**config.mk**
```make
export PLATFORM = sky130hd
export DESIGN_NAME = mult_div_unit_flat
export DESIGN_NICKNAME = d
export VERILOG_FILES = /design/src/rtl/mult_div_unit_pkg.sv /design/src/rtl/mult_div_unit_if.sv /design/src/rtl/mult_div_unit_div_step.sv /design/src/rtl/mult_div_unit.sv /design/src/flat_wrapper.sv
export SDC_FILE = /design/constraint.sdc
export NUM_CORES = 1
export LEC_CHECK = 0
export CORE_MARGIN = 1
export CORE_UTILIZATION = 40
export DETAILED_ROUTE_END_ITERATION = 10
export PLACE_DENSITY = 0.55
export SLEW_MARGIN = 20
export SYNTH_ARGS = -nofsm -noshare
export SYNTH_HDL_FRONTEND = slang
export SYNTH_SLANG_ARGS = --single-unit
```
**constraint.sdc**
```tcl
create_clock -name clk -period 9.1 [get_ports clk]
set_input_delay 1.365 -clock clk [delete_from_list [all_inputs] [get_ports clk]]
set_output_delay 1.365 -clock clk [all_outputs]
set_load 0.005 [all_outputs]
```
**src/rtl/mult_div_unit_pkg.sv**
```systemverilog
// Shared CPU definitions for the multiply/divide unit: op and FSM encodings,
// iteration count and small sign helpers.
package mult_div_unit_pkg;

    localparam int XLEN       = 32;
    localparam int ITERATIONS = 32;
    localparam int ITER_W     = 6;

    typedef logic [XLEN-1:0] word_t;

    localparam logic OP_MULT = 1'b0;
    localparam logic OP_DIV  = 1'b1;

    localparam logic [1:0] ST_IDLE = 2'd0;
    localparam logic [1:0] ST_MULT = 2'd1;
    localparam logic [1:0] ST_DIV  = 2'd2;
    localparam logic [1:0] ST_DONE = 2'd3;

    function automatic word_t negate_if(input logic neg, input word_t v);
        return neg ? word_t'(-v) : v;
    endfunction

    // 0x80000000 maps to itself, which reads correctly as unsigned 2^31.
    function automatic word_t magnitude(input word_t v);
        return negate_if(v[XLEN-1], v);
    endfunction

endpackage

```
**src/rtl/mult_div_unit_if.sv**
```systemverilog
// Launch/result bus between the control unit (master) and the
// multiply/divide unit (slave).
interface mult_div_unit_if;
    import mult_div_unit_pkg::*;

    logic  start;
    logic  op;
    word_t a;
    word_t b;
    logic  busy;
    logic  done;
    logic  div_zero;
    word_t hi;
    word_t lo;

    modport master (
        output start, op, a, b,
        input  busy, done, div_zero, hi, lo
    );

    modport slave (
        input  start, op, a, b,
        output busy, done, div_zero, hi, lo
    );

endinterface

```
**src/rtl/mult_div_unit_div_step.sv**
```systemverilog
// One restoring-division step on magnitudes: shift the next dividend bit into
// the partial remainder and subtract the divisor when it fits.
module div_step
    import mult_div_unit_pkg::*;
(
    input  word_t rem,
    input  logic  next_bit,
    input  word_t divisor,
    output word_t rem_next,
    output logic  q_bit
);

    logic [XLEN:0] trial;
    logic [XLEN:0] diff;

    // rem < divisor holds on entry, so trial < 2*divisor and bit XLEN of
    // diff is a clean borrow flag.
    always_comb begin
        trial    = {rem, next_bit};
        diff     = trial - {1'b0, divisor};
        q_bit    = ~diff[XLEN];
        rem_next = q_bit ? diff[XLEN-1:0] : trial[XLEN-1:0];
    end

endmodule

```
**src/rtl/mult_div_unit.sv**
```systemverilog
// Iterative signed multiply (Booth radix-2) / divide (restoring) unit with
// HI/LO result registers; 32 cycles per operation.
module mult_div_unit
    import mult_div_unit_pkg::*;
(
    input logic clk,
    input logic reset,
    mult_div_unit_if.slave bus
);

    logic [1:0]        state;
    logic [ITER_W-1:0] iter;
    word_t             operand_m;
    logic [XLEN:0]     acc;
    word_t             shreg;
    logic              booth_bit;
    logic              neg_quot;
    logic              neg_rem;
    word_t             hi_q;
    word_t             lo_q;
    logic              div_zero_q;

    logic [XLEN:0]     booth_addend;
    logic [XLEN:0]     booth_sum;
    logic [XLEN:0]     acc_next;
    word_t             shreg_next;
    logic              booth_bit_next;
    word_t             rem_next;
    logic              q_bit;
    logic              last_iter;

    // DIV reuses the working registers: acc holds the partial remainder,
    // shreg shifts dividend bits out and quotient bits in.
    div_step u_div_step (
        .rem      (acc[XLEN-1:0]),
        .next_bit (shreg[XLEN-1]),
        .divisor  (operand_m),
        .rem_next (rem_next),
        .q_bit    (q_bit)
    );

    assign last_iter    = (iter == ITER_W'(ITERATIONS - 1));
    assign booth_addend = {operand_m[XLEN-1], operand_m};

    always_comb begin
        // NOTE: every variable gets a default first so no path infers a latch.
        booth_sum      = acc;
        acc_next       = acc;
        shreg_next     = shreg;
        booth_bit_next = booth_bit;
        case ({shreg[0], booth_bit})
            2'b01:   booth_sum = acc + booth_addend;
            2'b10:   booth_sum = acc - booth_addend;
            default: booth_sum = acc;
        endcase
        if (state == ST_MULT) begin
            // The extra accumulator bit keeps -(-2^31) from overflowing.
            acc_next       = {booth_sum[XLEN], booth_sum[XLEN:1]};
            shreg_next     = {booth_sum[0], shreg[XLEN-1:1]};
            booth_bit_next = shreg[0];
        end else if (state == ST_DIV) begin
            acc_next   = {1'b0, rem_next};
            shreg_next = {shreg[XLEN-2:0], q_bit};
        end
    end

    // NOTE: state uses non-blocking assignments so every register samples
    // pre-edge values; reset is synchronous and overrides everything.
    always_ff @(posedge clk) begin
        if (reset) begin
            state      <= ST_IDLE;
            iter       <= '0;
            operand_m  <= '0;
            acc        <= '0;
            shreg      <= '0;
            booth_bit  <= 1'b0;
            neg_quot   <= 1'b0;
            neg_rem    <= 1'b0;
            hi_q       <= '0;
            lo_q       <= '0;
            div_zero_q <= 1'b0;
        end else begin
            div_zero_q <= 1'b0;
            case (state)
                ST_IDLE: begin
                    if (bus.start) begin
                        iter      <= '0;
                        acc       <= '0;
                        booth_bit <= 1'b0;
                        if (bus.op == OP_MULT) begin
                            operand_m <= bus.a;
                            shreg     <= bus.b;
                            state     <= ST_MULT;
                        end else if (bus.b != '0) begin
                            operand_m <= magnitude(bus.b);
                            shreg     <= magnitude(bus.a);
                            neg_quot  <= bus.a[XLEN-1] ^ bus.b[XLEN-1];
                            neg_rem   <= bus.a[XLEN-1];
                            state     <= ST_DIV;
                        end else begin
                            div_zero_q <= 1'b1;
                        end
                    end
                end
                ST_MULT, ST_DIV: begin
                    acc       <= acc_next;
                    shreg     <= shreg_next;
                    booth_bit <= booth_bit_next;
                    iter      <= iter + 1'b1;
                    if (last_iter) begin
                        state <= ST_DONE;
                        if (state == ST_MULT) begin
                            hi_q <= acc_next[XLEN-1:0];
                            lo_q <= shreg_next;
                        end else begin
                            hi_q <= negate_if(neg_rem, acc_next[XLEN-1:0]);
                            lo_q <= negate_if(neg_quot, shreg_next);
                        end
                    end
                end
                ST_DONE: state <= ST_IDLE;
                default: state <= ST_IDLE;
            endcase
        end
    end

    assign bus.busy     = (state == ST_MULT) || (state == ST_DIV);
    assign bus.done     = (state == ST_DONE);
    assign bus.div_zero = div_zero_q;
    assign bus.hi       = hi_q;
    assign bus.lo       = lo_q;

endmodule

```
**src/flat_wrapper.sv**
```systemverilog
// flat-port wrapper written by rule: the top's interface ports become plain ports
module mult_div_unit_flat import mult_div_unit_pkg::*;
  (clk, reset, bus_start, bus_op, bus_a, bus_b, bus_busy, bus_done, bus_div_zero, bus_hi, bus_lo);
  mult_div_unit_if bus_i ();
  input logic clk;
  input logic reset;
  input wire logic [$bits(bus_i.start)-1:0] bus_start;
  input wire logic [$bits(bus_i.op)-1:0] bus_op;
  input wire logic [$bits(bus_i.a)-1:0] bus_a;
  input wire logic [$bits(bus_i.b)-1:0] bus_b;
  output wire logic [$bits(bus_i.busy)-1:0] bus_busy;
  output wire logic [$bits(bus_i.done)-1:0] bus_done;
  output wire logic [$bits(bus_i.div_zero)-1:0] bus_div_zero;
  output wire logic [$bits(bus_i.hi)-1:0] bus_hi;
  output wire logic [$bits(bus_i.lo)-1:0] bus_lo;
  assign bus_i.start = bus_start;
  assign bus_i.op = bus_op;
  assign bus_i.a = bus_a;
  assign bus_i.b = bus_b;
  assign bus_busy = bus_i.busy;
  assign bus_done = bus_i.done;
  assign bus_div_zero = bus_i.div_zero;
  assign bus_hi = bus_i.hi;
  assign bus_lo = bus_i.lo;
  mult_div_unit u_core (.clk(clk), .reset(reset), .bus(bus_i));
endmodule
```
# After elaboration in Yosys (flattened, before gate mapping)
# Cells that the tools add are included.
op_classes:
  add_sub_neg: 8
  n_eq_ne: 12
  mux: 31
  bitwise: 5
  n_reduce_logical: 14
ops:
  columns: ["operator", "n"]
  rows:
  - ["$mux 32", 14]
  - ["$pmux 33 s2", 2]
  - ["$neg 32->32", 4]
  - ["$mux 33", 3]
  - ["$pmux 32 s2", 1]
  - ["$add 33x33->33", 1]
  - ["$sub 33x32->33", 1]
  - ["$sub 33x33->33", 1]
  - ["$reduce_bool 32->1", 1]
  - ["$reduce_and 3->1", 5]
  - ["$pmux 6 s2", 1]
  - ["$mux 2", 4]
  - ["$add 6x1->6 const B", 1]
  - ["$eq 2x2->1 const B", 3]
  - ["$eq 6x5->1 const B", 1]
  - ["$mux 6", 1]
  - ["$ne 2x1->1 const B", 3]
  - ["$pmux 2 s3", 1]
  - ["$eq 2x1->1 const B", 2]
  - ["$not 1->1", 4]
  - ["$reduce_and 2->1", 2]
  - ["$reduce_and 4->1", 1]
  - ["$reduce_or 4->1", 1]
  - ["$mux 1", 3]
  - ["other kinds (9)", 9]
totals:
  register_bits: 173
  in_bits: 68
  wordCells: 82

# Logic depth before layout (Yosys ltp)
depth:
  ltp_word: 7
  ltp_mapped: 23

# Hierarchy
# Synthesis repeated with hierarchy kept, for this count alone.
hier_totals:
  hier_cells: 2369
  area_unflattened_um2: 17240.3
modules_own_cells:
  columns: ["mod", "instances", "cells_each", "area_per_inst_um2", "seq_area_each_um2"]
  rows:
  - ["mult_div_unit", 1, 2061, 14934.3, 3463.3]
  - ["div_step", 1, 308, 2306.0, 0.0]

# Worst setup path before layout
# Ideal clock, no wire load.
synth_path:
  path_type: "reg-to-reg"
  startpoint: "reg u_core.operand_m[2]"
  endpoint: "reg u_core.hi_q[31] (netlist: u_core.bus.hi[31])"
  setup_time_ns: 0.120
  t_arrival_ns: 4.788
  required_ns: 8.980
  path_slack_ns: 4.192
  stages_incl_launch_ff: 22
  synth_period_minus_slack_ns: 4.908
  cell_sequence: "dfxtp_1 -> nor2_1 -> nand3_1 -> nor4_1 -> nand3_1 -> nor3_1 -> a31oi_1 -> xnor2_1 -> ha_1 -> clkbuf_1 -> a21oi_1 -> o21ai_0 -> a2111oi_0 -> a22oi_1 -> a311o_1 -> a41oi_1 -> mux2i_1 -> nor4_2 -> nand2b_1 -> o41ai_4 -> xnor2_1 -> o31a_1"
synth_via:
  elab_chain_cells: 7
synth_lines:
  columns: ["item", "line_no", "text"]
  rows:
  - ["start: declaration", "mult_div_unit.sv:13", "word_t operand_m;"]
  - ["start signal: assignment", "mult_div_unit.sv:91", "operand_m <= bus.a;"]
  - ["start signal: assignment", "mult_div_unit.sv:95", "operand_m <= magnitude(bus.b);"]
  - ["$sub 33x32->33", "mult_div_unit_div_step.sv:20", "diff = trial - {1'b0, divisor};"]
  - ["$mux 32", "mult_div_unit_div_step.sv:22", "rem_next = q_bit ? diff[XLEN-1:0] : trial[XLEN-1:0];"]
  - ["$mux 33", "mult_div_unit.sv:61", "end else if (state == ST_DIV) begin"]
  - ["$mux 33 *", "mult_div_unit.sv:56", "if (state == ST_MULT) begin"]
  - ["$neg 32->32", "mult_div_unit_pkg.sv:20", "return neg ? word_t'(-v) : v;"]
  - ["$mux 32", "mult_div_unit_pkg.sv:20", null]
  - ["$mux 32 *", "mult_div_unit.sv:112", "if (state == ST_MULT) begin"]
  - ["end signal: assignment", "mult_div_unit.sv:113", "hi_q <= acc_next[XLEN-1:0];"]
  - ["end signal: assignment", "mult_div_unit.sv:116", "hi_q <= negate_if(neg_rem, acc_next[XLEN-1:0]);"]
  - ["end: declaration", "mult_div_unit.sv:19", "word_t hi_q;"]
# Every way passes the cells marked *; elsewhere a longest branch is shown, timed or not. The select of a mux whose other input is x is not followed.
# A chain may end at the register's enable or synchronous reset.

# Worst setup path after layout
# Same ends and word-level chain as after synthesis.

==> impl_metrics.toml <==
[die]
io_pins = 135
start_util_pct = 40.9
die-area_sq_um = 43000
die_height_um = 207
die_w_um = 207
core_sq_um = 41200
fp-row-count = 74

[cts]
postCtsSetupBuffers = 0
ctsHoldBuffers = 0
clk_latency_ns = 0.47
cts-root-buf = "clkbuf_16"
path_clk_slew_ns = 0.07
clk_path_buf_depth = 2
cts_tree = "done"
cts_sinks = 173
cts_htree_levels = 4
cts_resized = 0
cts_buffers = 17

[critical_path]
critPathCaptureType = "flip-flop"
cp_slowest_cell = "nor3_1"
arrival_ns = 6.37
slowest_delay_ns = 0.68
critPathMaxFanout = 8
worst_setup_path_start_kind = "flip-flop"
r2r_slack_ns = 3.08
worstReg2RegEnd = "u_core.bus.hi[31]"
required_ns = 9.45
worstPathCellList = "nor2_1 -> nand3_1 -> nor4_1 -> buf_4 -> nand3_1 -> nor3_1 -> a31oi_1 -> xnor2_1 -> ha_1 -> a21oi_1 -> o21ai_0 -> a2111oi_0 -> a22oi_1 -> a311o_1 -> a41oi_1 -> mux2i_1 -> nor4_2 -> nand2b_1 -> o41ai_4 -> xnor2_1 -> o31a_1"
crit_family = "compound AO/OA/AOI/OAI gates"
cp_num_buf_inv = 1
ff2ff_path_depth = 21
critPathKind = "flip-flop to flip-flop"
r2r-start = "u_core.operand_m[2]"

[logic_synthesis]
synthArstFlopShare_pct = 0
seq_area_frac_synth_pct = 20.6
syn_area_sq_um = 16900
synth_edf_count = 0
synth-seq-cells = 173
syn_avg_cell_area_sq_um = 7.17
ys_warn_count = 0
synthFlopType = "dfxtp_1"
yosysUniqueCellTypes = 99
syn-num-nets = 2496
syn_inst = 2349

[place]
place_ws_ns = 3.23
portBuffers = 134
dp.cells = 2885
post_dp_cell_area_sq_um = 18400
hpwl_um = 51800
place_congestion = 1.04

[route]
via_count = 18100
vias_per_cell = 6.20
drt_iter0_drc = 1696
drt_wl_total_um = 67600
dr.pass1.iters = 5
wire_per_inst_um = 23.2
ant_nets = 0
post-route-drc-count = 0

[grt]
track_usage_pct = 31.0
grt_pass1_vias = 17200
antenna_found_initial = 0
grt_pass1_wl_um = 103000
overflow = 0
grt_start_max_net_pins = 101

[timing]
hold_violations = 0
finalCritPeriodShare_pct = 66.2
setup-tns-final_ns = 0
max_freq_mhz = 166
whs_ns = 0.439
setup_ws_ns = 3.08
fin_crit_ns = 6.02
setup_viol = 0
slew_viol_final = 0
tightest_slew_ns = 0.983
skew_ns = 0.0154
slew_headroom_pct = 34.4
rsz0062_at_grt = "no"

[power_and_ir_drop]
power_frac_seq_pct = 17.1
power.density_nw_per_um2 = 327
switching_power_mw = 3.52
ir_drop_mv = 0.173
power.leakage_nw = 6.88
finalPower_mw = 6.23
switching_share_pct = 56.5
intPower_mw = 2.71
combPwrFrac_pct = 70.7
clkPwrFrac_pct = 12.2

[status]
status = "complete, no violations"

[job]
max_cap_violations = 0

[worst_hold_path]
whs_endpoint = "u_core.bus.hi[18]"
hold_class = "flip-flop to flip-flop"
hp-start = "u_core.bus.hi[18]"
whs_path_depth = 2

[cells_and_area]
final_cell_mix = "nor2_1 (315), a21oi_1 (211), nand2_1 (190)"
drive_above_1_share_pct = 4.99
layout.cells.most_common = "nor2_1"
stdcell_count = 2917
num_antenna_cells = 0
final_net_count = 2519
areaGrowthSynthToFinish_pct = 13.0
stdcell_area_sq_um = 19000
fillCellCount = 4193
fin_util_pct = 46.2
==> how the worst max path moves through the flow <==
stage | depth (start not counted) | slack, ns | from | to
4_1_cts | 22 | 3.22 | u_core.operand_m[2] | u_core.bus.hi[31]
3_5_place_dp | 13 | 3.23 | bus_b[6] | u_core.operand_m[8]
6_report | 21 | 3.08 | u_core.operand_m[2] | u_core.bus.hi[31]
2_1_floorplan | 21 | 4.19 | u_core.operand_m[2] | u_core.bus.hi[31]
5_1_grt | 21 | 2.65 | u_core.operand_m[2] | u_core.bus.hi[31]
3_3_place_gp | 13 | 3.27 | bus_b[8] | u_core.operand_m[9]
==> layer usage <==
layer	part of all wire [%]	global-route usage (%)	vias up
met5	0	0	-
met4	6.1	18.2	0
met3	4.8	3.28	154
met2	48	53.9	581
met1	41	37.1	8603
li1	-	-	8741
==> cell families (layout without fill, tap and decap cells) <==
family / after synthesis / count (layout) / synth area share [%]
compound gates: 843 / 843 / 33.4
simple gates: 785 / 785 / 21.7
buf+inv: 232 / 268 / 5.55
xor+xnor: 180 / 180 / 9.36
flops: 173 / 173 / 20.6
fa+ha+maj: 79 / 79 / 5.95
mux: 57 / 57 / 3.46
==> area by class of cell <==
cell class,instances,area (sq um),share of cell area [%]
inverter,73,274,1.44
sequential,173,3460,18.2
timing repair buffer,163,1550,8.16
tap,532,666,3.49
clock inverter,15,170,0.893
multi-input combinational,1944,12500,65.6
clock buffer,17,425,2.23
==> state kept, by name (all words and copies together) (netlist names) <==
register	count
u_core.operand_m	32
u_core.acc	33
u_core.bus.lo	32
u_core.iter	6
u_core.shreg	32
u_core.booth_bit	1
u_core.neg_rem	1
u_core.bus.hi	32
u_core.state	2
u_core.bus.div_zero	1
u_core.neg_quot	1
==> synth_stat cells, types with 24 or more instances <==
library cell,instances,area [sq um]
nor2_1,316,1190
a21oi_1,211,1060
nand2_1,191,717
dfxtp_1,173,3460
o21ai_0,161,806
a211oi_1,126,946
clkbuf_1,121,454
xor2_1,92,806
xnor2_1,88,771
ha_1,77,963
inv_1,69,259
mux2i_1,50,500
nand3_1,48,240
o31ai_1,44,330
o211ai_1,43,323
nor3_1,37,185
a22oi_1,34,255
nand4_1,28,175
a31oi_1,24,150
or3_1,24,150
==> power groups by stage <==
stage | combinational, mW | clock (mW) | sequential, mW
after floorplan | 3.08 | 0 | 0.997
after global placement | 4.28 | 0 | 1.07
after detailed placement | 4.31 | 0 | 1.08
after CTS | 4.33 | 0.770 | 1.06
after global routing | 4.76 | 0.800 | 1.08
final | 4.40 | 0.757 | 1.07
==> worst register-to-register path: stages (launching register included) <==
cell,delay (ns)
dfxtp_1,0.34
nor2_1,0.23
nand3_1,0.13
nor4_1,0.25
buf_4,0.21
nand3_1,0.12
nor3_1,0.68
a31oi_1,0.20
xnor2_1,0.17
ha_1,0.41
a21oi_1,0.23
o21ai_0,0.18
a2111oi_0,0.37
a22oi_1,0.24
a311o_1,0.36
a41oi_1,0.34
mux2i_1,0.17
nor4_2,0.44
nand2b_1,0.22
o41ai_4,0.27
xnor2_1,0.10
o31a_1,0.24
No activity file was read; power rests on OpenSTA's default activity.
